$ cat src/rtl/mem_ctrl.sv
// mem_ctrl: one-at-a-time load/store sequencer for the word-addressed ram, with
// address range checking and a bounded wait for the ram response.
module mem_ctrl #(
  parameter int DATA_W   = 32,
  parameter int ADDR_W   = 32,
  parameter int MEM_SIZE = 4096,
  parameter int TIMEOUT  = 16
) (
  input  logic              clk,
  input  logic              rst,
  input  logic              cpu_req,
  input  logic              cpu_wr,
  input  logic [ADDR_W-1:0] cpu_addr,
  input  logic [DATA_W-1:0] cpu_wdata,
  output logic              cpu_ready,
  output logic              cpu_done,
  output logic              cpu_err,
  output logic [DATA_W-1:0] cpu_rdata,
  output logic [DATA_W-1:0] ram_data,
  output logic [ADDR_W-1:0] ram_addr,
  output logic              ram_wr,
  input  logic              ram_response,
  input  logic [DATA_W-1:0] ram_out
);
  localparam int CW = $clog2(TIMEOUT);
  typedef enum logic [1:0] {IDLE, SETTLE, WAIT, DONE} state_t;
  state_t state;
  logic [CW-1:0] cnt;
  assign cpu_ready = state == IDLE;
  always_ff @(posedge clk or posedge rst) begin
    if (rst) begin
      state     <= IDLE;
      cnt       <= '0;
      cpu_done  <= 1'b0;
      cpu_err   <= 1'b0;
      cpu_rdata <= '0;
      ram_data  <= '0;
      ram_addr  <= '0;
      ram_wr    <= 1'b0;
    end else begin
      cpu_done <= 1'b0;
      cpu_err  <= 1'b0;
      case (state)
        IDLE: if (cpu_req) begin
          if (cpu_addr >= ADDR_W'(MEM_SIZE)) begin
            cpu_done <= 1'b1;
            cpu_err  <= 1'b1;
            state    <= DONE;
          end else begin
            ram_data <= cpu_wdata;
            ram_addr <= cpu_addr;
            ram_wr   <= cpu_wr;
            state    <= SETTLE;
          end
        end
        // response may still be high from the previous access, so it is not looked at here
        SETTLE: begin
          cnt   <= '0;
          state <= WAIT;
        end
        WAIT: if (ram_response) begin
          if (!ram_wr) cpu_rdata <= ram_out;
          cpu_done <= 1'b1;
          state    <= DONE;
        end else if (cnt == CW'(TIMEOUT - 1)) begin
          cpu_done <= 1'b1;
          cpu_err  <= 1'b1;
          state    <= DONE;
        end else begin
          cnt <= cnt + 1'b1;
        end
        default: state <= IDLE;
      endcase
    end
  end
endmodule

$ cat config.mk
export PLATFORM = sky130hd
export DESIGN_NAME = mem_ctrl
export DESIGN_NICKNAME = d
export VERILOG_FILES = /design/src/rtl/mem_ctrl.sv
export SDC_FILE = /design/constraint.sdc
export NUM_CORES = 1
export LEC_CHECK = 0
export ABC_AREA = 1
export BUFFER_PORTS_ARGS = -buffer_cell sky130_fd_sc_hd__buf_2
export CORE_MARGIN = 1.5
export CORE_UTILIZATION = 32
export DETAILED_ROUTE_END_ITERATION = 7
export GPL_TIMING_DRIVEN = 0
export PLACE_DENSITY = 0.61
export SYNTH_ARGS = -nofsm -noshare
export SYNTH_HDL_FRONTEND = slang
export SYNTH_SLANG_ARGS = --single-unit
$ cat constraint.sdc
create_clock -name clk -period 4.6 [get_ports clk]
set_clock_uncertainty 0.2 [all_clocks]
set_input_delay 0.46 -clock clk [delete_from_list [all_inputs] [get_ports clk]]
set_output_delay 0.46 -clock clk [all_outputs]
set_load 0.05 [all_outputs]
==> summary.md, run 1 <==
| Metric | Value |
|---|---|
| Status | `completed` |
| Synth Cell Area | `4170 µm²` |
| Remaining DRCs | `0` |
| Final hold violations | `0` |
| Worst Path Max Fanout | `4` |
| Overflow after GRT | `0` |
| Synthesized Nets | `504` |
| Synthesis Warnings | `0` |
| Startpoint types | `flop` |
| Nets | `717` |
| Syn Area/Cell | `10.5 µm²` |
| Die Y | `117 µm` |
| Via count | `3396` |
| Inserted Clock Buffers | `9` |
| Post-DRT Antenna Nets | `0` |
| CTS Root Cell | `clkbuf_16` |
| Pwr dens | `363 nW/µm²` |
| LEAKAGE | `3.45 nW` |
| CTS tree | `done` |
| DRT Pass-1 Iters | `4` |
| Post-Synthesis Cells | `398` |
| Clock latency at the later pin of the worst-skew pair | `0.34 ns` |
| Overall Power | `2.09 mW` |
| Final WL | `9640 µm` |
| HP Class | `input pin to flop` |
| Final setup violation count | `0` |
| Maximum VDD drop | `200 µV` |
| H-Tree Depth | `3` |
| Post-synth EDFFs | `0` |
| Worst-margin pin slew | `0.428 ns` |
| Routability Congestion | `0.754` |
| Die Area | `13700 µm²` |
| Final Max Slew Viols | `0` |
| Area growth syn-to-layout | `37.7%` |
| CTS Hold Bufs | `1` |
| Post-synthesis cell type count | `25` |
| FMAX | `0.490 GHz` |
| Clk sinks | `105` |
| Core area | `12700 µm²` |
| Vias per Instance | `4.32` |
| Critical Path End Type | `output pin` |
| Post-synthesis sequential area ratio | `62.9%` |
| First-pass GRT wire length | `15000 µm` |
| Postcts setup bufs | `0` |
| Chip Width | `117 µm` |
| DP Wirelength | `7180 µm` |
| Starting Density | `32.9%` |
| Largest net degree at the start of global routing | `74` |
| Vias in the first global route | `3312` |
| Asr flop ratio synth | `100%` |
| Num ports | `201` |
| RSZ-0062 raised after global routing | `false` |
| Clk slew on worst S/H paths | `0.07 ns` |
| Tcrit/Tclk final | `44.4%` |
| Layout cells sized above 1 | `44.9%` |
| Inserted Diodes | `0` |
| Resized Gates After CTS | `0` |
| Row cnt | `41` |
| First DRT Iteration DRCs | `145` |
| Setup TNS | `0 ns` |
| Max-cap viol count | `0` |
| Initial antenna violation count | `0` |
| Max_slew headroom | `71.4%` |
| Port Buf Inserts | `200` |
| Required time of the critical path | `3.94 ns` |
| Crit path arrival time | `1.38 ns` |
| Period minus WS final | `2.04 ns` |
| Global Route Usage Sum | `14.2%` |
| CP Class | `flop to output pin` |
| WL per Instance | `12.2 µm` |
| Synth Flop Type | `dfrtp_1` |
| CTS Buffer Depth | `2` |
| Flop and latch count out of synthesis | `105` |
[placed cells by master, fill, tap and decap left out, types with 3 or more instances in the layout]
cell type / n
buf_2: 209
dfrtp_1: 105
nand2_1: 98
o21ai_0: 37
nor2_1: 34
mux2_2: 32
inv_1: 30
o21ai_1: 12
nand2_2: 10
clkbuf_16: 9
nand3_1: 5
ha_1: 5
clkbuf_1: 4
buf_4: 3
[power breakdown]
part / switching [mW] / leakage [nW] / internal (mW)
Combinational: 0.191 / 1.95 / 0.0975
Sequential: 0.0274 / 1.35 / 0.952
Clock: 0.328 / 0.152 / 0.491
Total: 0.546 / 3.45 / 1.54
[through the flow]
| step | hold WS, ns | area, µm² | util (%) | setup WS [ns] | std cells |
|---|---|---|---|---|---|
| 2_1_floorplan | 0.290 | 4170 | - | 1.18 | 398 |
| 5_1_grt | 0.105 | 5750 | 45.4 | 2.44 | 787 |
| 4_1_cts | 0.0942 | 5750 | 45.4 | 2.53 | 787 |
| 3_3_place_gp | 0.261 | 5390 | 42.5 | 0.0330 | 770 |
| 6_report | 0.110 | 5750 | 45.4 | 2.56 | 787 |
| 3_5_place_dp | 0.266 | 5420 | 42.8 | 2.61 | 771 |
[critical path, cell delays in order (launching register included)]
cell     delay, ns
dfrtp_1       0.41
inv_1         0.11
ha_1          0.23
buf_2         0.29
[cell families after synthesis]
logic type      share of synthesized area, %
xor+xnor                               0.210
simple gates                            14.4
compound gates                          6.66
fa+ha+maj                               1.50
mux                                     8.63
flops                                   62.9
buf+inv                                 5.64
[Yosys cell counts (5+ instances only)]
| cell type | n | area (µm²) |
|---|---|---|
| nand2_2 | 10 | 62.6 |
| buf_2 | 9 | 45.0 |
| o21ai_0 | 37 | 185 |
| inv_1 | 31 | 116 |
| o21ai_1 | 12 | 60.1 |
| mux2_2 | 32 | 360 |
| nand2_1 | 98 | 368 |
| nor2_1 | 34 | 128 |
| nand3_1 | 5 | 25.0 |
| dfrtp_1 | 105 | 2630 |
| ha_1 | 5 | 62.6 |
[flip-flops by register name, summed over array words and instances (netlist names)]
signal,flops
cpu_done,1
ram_data,32
cpu_rdata,32
ram_wr,1
cpu_err,1
cnt,4
ram_addr,32
state,2
[worst paths after layout]
kind | start | endpoint | slack, ns | cells after the start
setup / recovery | state[0]$_DFFE_PP0P_ | cpu_ready | 2.56 | 3
hold / removal | cpu_addr[6] | ram_addr[6]$_DFFE_PP0P_ | 0.11 | 3
setup reg to reg | state[0]$_DFFE_PP0P_ | ram_addr[12]$_DFFE_PP0P_ | 2.64 | 8
hold reg to reg | ram_data[7]$_DFFE_PP0P_ | ram_data[7]$_DFFE_PP0P_ | 0.29 | 2
max in group asynchronous | rst | ram_addr[11]$_DFFE_PP0P_ | 3.02 | 4
min in group asynchronous | rst | ram_data[17]$_DFFE_PP0P_ | 0.49 | 3
[routing by layer]
metal | vias to the layer above | share of wire [%] | track usage, %
met4 | 0 | 1.9 | 6.83
met1 | 1556 | 42 | 16.3
li1 | 1683 | - | -
met2 | 144 | 47 | 23.9
met5 | - | 0 | 0
met3 | 13 | 9.1 | 4.63
[layout make-up]
type / instances / area, µm²
Timing Repair Buffer: 202 / 1040
Sequential cell: 105 / 2630
Clock inverter: 4 / 76.3
Tap cell: 172 / 215
Buffer: 20 / 119
Inverter: 31 / 119
Clock buffer: 11 / 243
Multi-Input combinational cell: 242 / 1310
Fill cell: 1236 / 6920
(Power assumes the default switching activity.)
==> run 2: changes to the inputs <==
--- a/config.mk
+++ b/config.mk
@@ -11,7 +11,7 @@
 export CORE_UTILIZATION = 32
 export DETAILED_ROUTE_END_ITERATION = 7
 export GPL_TIMING_DRIVEN = 0
-export PLACE_DENSITY = 0.61
+export PLACE_DENSITY = 0.63
 export SYNTH_ARGS = -nofsm -noshare
 export SYNTH_HDL_FRONTEND = slang
 export SYNTH_SLANG_ARGS = --single-unit
==> constraint.sdc (replaced) <==
create_clock -name clk -period 1.85 [get_ports clk]
set_clock_uncertainty 0.2 [all_clocks]
set_input_delay 0.185 -clock clk [delete_from_list [all_inputs] [get_ports clk]]
set_output_delay 0.185 -clock clk [all_outputs]
set_load 0.05 [all_outputs]
==> run 2 against run 1 <==
Net effect: the run now ends with hold timing left; cell count up 11%; sequential power increased by 150%; global-route usage grew 2.3 points; hold slack worse by 0.12 ns; flip-flop and latch count is the same; clock power rose by 140%; register-to-register slack lost 2.5 ns; critical path depth increased by 2; via count increased by 10%; critical endpoint is now cpu_rdata[7]$_DFFE_PP0P_.
==> summary.md, run 2 (synthesized netlist as in run 1, its figures left out) <==
| Metric | Value |
|---|---|
| Reg2reg setup slack | `0.11 ns (was 2.64 ns)` |
| Port Buf Inserts | `200 (unchanged)` |
| Tcrit/Tclk final | `93.9%` |
| Critical R2R Capture | `cpu_rdata[7]$_DFFE_PP0P_ (was ram_addr[12]$_DFFE_PP0P_)` |
| Die Area | `13700 µm² (unchanged)` |
| Max-cap viol count | `0 (unchanged)` |
| Num ports | `201 (unchanged)` |
| DP Wirelength | `7710 µm (was 7180 µm)` |
| CTS tree | `done (unchanged)` |
| Final Max Slew Viols | `0 (unchanged)` |
| Most frequent cells in the layout | `206 x buf_2, 105 x dfrtp_1, 98 x nand2_1 (was 209 x buf_2, 105 x dfrtp_1, 98 x nand2_1)` |
| Global Route Usage Sum | `16.5% (was 14.2%)` |
| Vias in the first global route | `3886 (was 3312)` |
| Overflow after GRT | `0 (unchanged)` |
| Chip Width | `117 µm (unchanged)` |
| Vias per Instance | `4.31 (was 4.32)` |
| First DRT Iteration DRCs | `127 (was 145)` |
| FMAX | `0.576 GHz` |
| Most common cell after layout, fill and taps aside | `buf_2 (unchanged)` |
| Pwr dens | `812 nW/µm² (was 363 nW/µm²)` |
| Area growth syn-to-layout | `58.5% (was 37.7%)` |
| Core area | `12700 µm² (unchanged)` |
| Worst-margin pin slew | `0.652 ns (was 0.428 ns)` |
| Top Registers | `cpu_rdata (32), ram_addr (32), ram_data (32) (unchanged)` |
| CTS Root Cell | `clkbuf_16 (unchanged)` |
| Largest net degree at the start of global routing | `41 (was 74)` |
| Status | `complete, but fails checks (was completed)` |
| Maximum VDD drop | `368 µV (was 200 µV)` |
| Final setup violation count | `0 (unchanged)` |
| R2R cell count | `5 (was 8)` |
| Die Y | `117 µm (unchanged)` |
| LEAKAGE | `3.81 nW (was 3.45 nW)` |
| Placed Area | `5450 µm² (was 5420 µm²)` |
| Via count | `3752 (was 3396)` |
| DRT Pass-1 Iters | `4 (unchanged)` |
| HP Class | `input pin to flop (unchanged)` |
| Clk sinks | `105 (unchanged)` |
| Inserted Clock Buffers | `9 (unchanged)` |
| Setup TNS | `0 ns (unchanged)` |
| Final hold violations | `1 (was 0)` |
| Clock latency at the later pin of the worst-skew pair | `0.34 ns (about the same)` |
| Crit path arrival time | `1.76 ns (was 1.38 ns)` |
| Violated checks | `hold timing` |
| Post-Layout Inst Area | `6620 µm² (was 5750 µm²)` |
| CP Class | `flop to flop (was flop to output pin)` |
| Starting Density | `32.9% (unchanged)` |
| Startpoint types | `flop (unchanged)` |
| Final WL | `11200 µm (was 9640 µm)` |
| Worst Hold Launch | `cpu_req (was cpu_addr[6])` |
| Worst Hold Endpoint | `state[1]$_DFFE_PP0P_ (was ram_addr[6]$_DFFE_PP0P_)` |
| Hold WS | `-0.00736 ns (was 0.110 ns)` |
| WL per Instance | `12.8 µm (was 12.2 µm)` |
| First-pass GRT wire length | `17600 µm (was 15000 µm)` |
| Worst hold stages | `4 (was 3)` |
| H-Tree Depth | `3 (unchanged)` |
| Routability Congestion | `0.751 (was 0.754)` |
| Post-DRT Antenna Nets | `0 (unchanged)` |
| Initial antenna violation count | `0 (unchanged)` |
| Row cnt | `41 (unchanged)` |
| Max_slew headroom | `56.5% (was 71.4%)` |
| Period minus WS final | `1.74 ns` |
| Inserted Diodes | `0 (unchanged)` |
| Clk slew on worst S/H paths | `0.07 ns (about the same)` |
| Worst r2r src | `state[0]$_DFFE_PP0P_ (unchanged)` |
| CTS Buffer Depth | `2 (unchanged)` |
| Worst Path Max Fanout | `10 (was 4)` |
| Remaining DRCs | `0 (unchanged)` |
| Critical Path End Type | `flop (was output pin)` |
| Layout cells sized above 1 | `41.5% (was 44.9%)` |
| Nets | `800 (was 717)` |
| Required time of the critical path | `1.87 ns (was 3.94 ns)` |
==> run 2: where the power goes <==
group	switching (mW)	total, mW	internal [mW]
registers	0.0636	2.43	2.37
logic	0.540	0.950	0.411
clock network	0.810	1.99	1.18
==> run 2: final cells by class <==
class	instances	area [µm²]
tap	172	215
clock buffer	10	229
fill	1173	6060
sequential	105	2630
inverter	31	120
clock inverter	6	82.6
multi-input combinational	242	1340
buffer	20	140
timing repair buffer	285	1860
==> run 2: worst max path at each step <==
stage | slack (ns) | to | startpoint | depth (start not counted)
after floorplan | 0.04 | ram_addr[12]$_DFFE_PP0P_ | state[0]$_DFFE_PP0P_ | 8
after CTS | 0.02 | ram_addr[28]$_DFFE_PP0P_ | state[1]$_DFFE_PP0P_ | 8
after global placement | -0.46 | ram_addr[11]$_DFFE_PP0P_ | rst | 2
final | 0.11 | cpu_rdata[7]$_DFFE_PP0P_ | state[0]$_DFFE_PP0P_ | 5
after detailed placement | -0.15 | cpu_rdata[27]$_DFFE_PP0P_ | state[0]$_DFFE_PP0P_ | 5
after global routing | -0.003 | ram_data[19]$_DFFE_PP0P_ | state[1]$_DFFE_PP0P_ | 7
==> run 2: what timing repair did <==
item / 4_1_cts / 5_1_grt
pin swaps: 0 / 1
endpoints found under the hold margin: 105 / 0
setup buffers: 1 / 3
endpoints found under the setup margin: 79 / 85
hold buffers: 79 / 0
resized for setup: 11 / 8
==> run 2: through the flow <==
stage          worst slack (ns)  std cells  total power, mW  util (%)
2_1_floorplan            0.0447        398             2.97         -
3_3_place_gp             -0.455        770             3.19      42.7
3_5_place_dp             -0.155        772             3.24      43.0
4_1_cts                  0.0166        868             5.41      52.0
5_1_grt                -0.00322        871             5.65      52.2
6_report                  0.113        871             5.37      52.2
==> run 2: per-layer routing <==
layer  GRT usage, %  vias up  part of all wire, %
met5              0        -                    0
met1           18.3     1748                   41
met4           6.83        0                  2.0
met2           30.0      134                   51
met3           4.17       18                  6.6
li1               -     1852                    -
==> run 2: worst max-delay path, cell delays in order (launching register included) <==
cell and delay [ns]:
dfrtp_1 0.41, inv_2 0.10, ha_2 0.23, nand3_2 0.16, buf_4 0.22, mux2_2 0.29
==> run 3: changes to the inputs <==
--- a/config.mk
+++ b/config.mk
@@ -7,11 +7,13 @@
 export LEC_CHECK = 0
 export ABC_AREA = 1
 export BUFFER_PORTS_ARGS = -buffer_cell sky130_fd_sc_hd__buf_2
+export CELL_PAD_IN_SITES_DETAIL_PLACEMENT = 1
+export CELL_PAD_IN_SITES_GLOBAL_PLACEMENT = 1
 export CORE_MARGIN = 1.5
-export CORE_UTILIZATION = 32
+export CORE_UTILIZATION = 36
 export DETAILED_ROUTE_END_ITERATION = 7
 export GPL_TIMING_DRIVEN = 0
-export PLACE_DENSITY = 0.63
+export PLACE_DENSITY = 0.86
 export SYNTH_ARGS = -nofsm -noshare
 export SYNTH_HDL_FRONTEND = slang
 export SYNTH_SLANG_ARGS = --single-unit
==> constraint.sdc (replaced) <==
create_clock -name clk -period 2.2 [get_ports clk]
set_clock_uncertainty 0.2 [all_clocks]
set_input_delay 0.22 -clock clk [delete_from_list [all_inputs] [get_ports clk]]
set_output_delay 0.22 -clock clk [all_outputs]
set_load 0.05 [all_outputs]
==> run 3 against run 2 <==
Net effect: the flow now finishes without violations; total power fell by 14%; register-to-register slack improved by 0.05 ns; sequential power is 16% lower; global-route usage rose by 9.8 points; maximum frequency down 15%; via count is 5.4% higher; non-clock buffer count is 5 lower; critical path type unchanged; largest cell class unchanged.
==> summary.md, run 3 (synthesized netlist as in run 1, its figures left out) <==
| Metric | Value |
|---|---|
| Critical Path End Type | `flop (unchanged)` |
| GRT busiest layer | `met2 (unchanged)` |
| RSZ-0062 raised after global routing | `false` |
| FMAX | `0.492 GHz (was 0.576 GHz)` |
| Remaining DRCs | `0 (unchanged)` |
| Most used cell, CP | `buf_4` |
| Crit-path slowest cell | `dfrtp_1 (unchanged)` |
| Placed Area | `5400 µm² (was 5450 µm²)` |
| Row cnt | `39 (was 41)` |
| Clk sinks | `105 (unchanged)` |
| Overflow after GRT | `0 (unchanged)` |
| Startpoint types | `flop (unchanged)` |
| DP Wirelength | `9110 µm (was 7710 µm)` |
| Die Area | `12200 µm² (was 13700 µm²)` |
| Sequential share of power | `44.6% (was 45.3%)` |
| Crit path arrival time | `2.06 ns (was 1.76 ns)` |
| CTS Root Cell | `clkbuf_16 (unchanged)` |
| Inserted Clock Buffers | `9 (unchanged)` |
| Clock Power Share | `39.2% (was 37.0%)` |
| First DRT Iteration DRCs | `202 (was 127)` |
| Most frequent cells in the layout | `209 x buf_2, 105 x dfrtp_1, 98 x nand2_1 (was 206 x buf_2, 105 x dfrtp_1, 98 x nand2_1)` |
| Critical path's largest stage delay | `0.41 ns (about the same)` |
| Nets | `795 (was 800)` |
| Status | `completed (was complete, but fails checks)` |
| Worst-margin pin slew | `0.836 ns (was 0.652 ns)` |
| Post-DRT Antenna Nets | `0 (unchanged)` |
| CTS Buffer Depth | `2 (unchanged)` |
| Largest net degree at the start of global routing | `43 (was 41)` |
| Power Internal | `3.34 mW (was 3.96 mW)` |
| Postcts setup bufs | `0 (was 1)` |
| Routing usage on met2 | `51.3% (was 30.0%)` |
| M3 GR Usage | `5.63% (was 4.17%)` |
| Vias in the first global route | `4686 (was 3886)` |
| Final setup violation count | `0 (unchanged)` |
| Pwr dens | `707 nW/µm² (was 812 nW/µm²)` |
| Num ports | `201 (unchanged)` |
| Fin util | `57.3% (was 52.2%)` |
| CTS tree | `done (unchanged)` |
| Die Y | `111 µm (was 117 µm)` |
| Starting Density | `36.7% (was 32.9%)` |
| Max_slew headroom | `44.1% (was 56.5%)` |
| Period minus WS final | `2.03 ns (was 1.74 ns)` |
| HP Class | `input pin to flop (unchanged)` |
| Sw Share | `27.3% (was 26.3%)` |
| Tcrit/Tclk final | `92.4% (was 93.9%)` |
| Overall Power | `4.60 mW (was 5.37 mW)` |
| Routability Congestion | `0.769 (was 0.751)` |
| Top Registers | `cpu_rdata (32), ram_addr (32), ram_data (32) (unchanged)` |
| CP Class | `flop to flop (unchanged)` |
| FF+latch area | `2630 µm² (unchanged)` |
| Port Buf Inserts | `200 (unchanged)` |
| Max-cap viol count | `0 (unchanged)` |
| WL per Instance | `18.4 µm (was 12.8 µm)` |
| Inserted Diodes | `0 (unchanged)` |
| Final WL | `15400 µm (was 11200 µm)` |
| Via count | `3955 (was 3752)` |
| Post-Layout Inst Area | `6510 µm² (was 6620 µm²)` |
| Maximum VDD drop | `387 µV (was 368 µV)` |
| Final Max Slew Viols | `0 (unchanged)` |
| Final hold violations | `0 (was 1)` |
| Clk slew on worst S/H paths | `0.07 ns (about the same)` |
| H-Tree Depth | `3 (unchanged)` |
| Core area | `11400 µm² (was 12700 µm²)` |
| Sw power | `1.26 mW (was 1.41 mW)` |
| LEAKAGE | `3.79 nW (was 3.81 nW)` |
| Chip Width | `111 µm (was 117 µm)` |
| # fillers | `1308 (was 1173)` |
| Initial antenna violation count | `0 (unchanged)` |
| Met1 usage | `26.9% (was 18.3%)` |
| Multi-input gate area | `1310 µm² (was 1340 µm²)` |
| Layout cells sized above 1 | `40.3% (was 41.5%)` |
| Worst Path Max Fanout | `10 (unchanged)` |
| Global Route Usage Sum | `26.2% (was 16.5%)` |
| Required time of the critical path | `2.23 ns (was 1.87 ns)` |
| Combinational share of power | `16.2% (was 17.7%)` |
| Worst-path cell chain | `inv_1, ha_1, nand2_1, buf_2, nor2_2, buf_4, buf_4, nor2_1 (was inv_2, ha_2, nand3_2, buf_4, mux2_2)` |
| Vias per Instance | `4.73 (was 4.31)` |
| First-pass GRT wire length | `25000 µm (was 17600 µm)` |
| DRT Pass-1 Iters | `4 (unchanged)` |
| Area growth syn-to-layout | `56.0% (was 58.5%)` |
| Most common cell after layout, fill and taps aside | `buf_2 (unchanged)` |
| Clock latency at the later pin of the worst-skew pair | `0.35 ns (was 0.34 ns)` |
## run 3: cell types whose count changed in the layout (fill, tap and decap cells not counted), moves of 2 or more
cell	change
ha_1	+2
o21ai_0	+4
o21ai_1	-4
buf_4	-7
buf_2	+3
clkbuf_8	+2
## run 3: path summary, 6_finish.rpt
check                      slack, ns  cells after the start                        end                    start
hold reg to reg                 0.28                      2    ram_data[7]$_DFFE_PP0P_  ram_data[7]$_DFFE_PP0P_
setup / recovery                0.17                      8   ram_addr[20]$_DFFE_PP0P_     state[0]$_DFFE_PP0P_
hold / removal                  0.03                      5         cpu_done$_DFF_PP0_             ram_response
setup reg to reg                0.17                      8   ram_addr[20]$_DFFE_PP0P_     state[0]$_DFFE_PP0P_
min in group asynchronous       0.41                      3  cpu_rdata[22]$_DFFE_PP0P_                      rst
max in group asynchronous       0.70                      4   ram_data[11]$_DFFE_PP0P_                      rst
## run 3: per-stage QoR
stage	std cells	hold slack [ns]	TNS [ns]	setup slack, ns
6_report	837	0.0296	0	0.167
3_5_place_dp	743	0.217	0	0.209
3_3_place_gp	741	0.221	-12.88	-0.128
2_1_floorplan	398	0.131	0	0.121
5_1_grt	837	0.0534	0	0.0293
4_1_cts	837	0.0152	0	0.184
## run 3: power by group through the flow
| stage | clock network, mW | registers [mW] | logic (mW) |
|---|---|---|---|
| CTS | 1.81 | 2.05 | 0.737 |
| floorplan | 0 | 2.12 | 0.345 |
| global route | 1.93 | 2.06 | 0.835 |
| detailed placement | 0 | 2.09 | 0.629 |
| finish | 1.80 | 2.05 | 0.743 |
| global placement | 0 | 2.08 | 0.590 |
## run 3: final cells by class
class                      instances  share of cell area (%)
timing repair buffer             280                    28.0
clock buffer                      11                    3.88
multi-input combinational        242                    20.1
tap                              143                    2.75
clock inverter                     5                    1.19
buffer                            20                    1.85
sequential                       105                    40.4
inverter                          31                    1.85
## run 3: per-layer routing
layer,share of wire (%),vias to the layer above
li1,-,1843
met1,37,1937
met2,56,142
met3,4.8,33
met4,2.6,0
met5,0,-
## run 3: what timing repair did
| item | 4_1_cts | 5_1_grt |
|---|---|---|
| hold buffers | 78 | 0 |
| hold endpoints to repair | 112 | 0 |
| resized for setup | 0 | 2 |
| endpoints found under the setup margin | 0 | 2 |
## run 3: worst max-delay path: cells and delay by family (launching register included)
family	cells	cell delay (ns)
buffers and inverters	4	0.75
flip-flops	1	0.41
AND/OR/NAND/NOR	3	0.33
adder cells (fa/ha/maj)	1	0.22
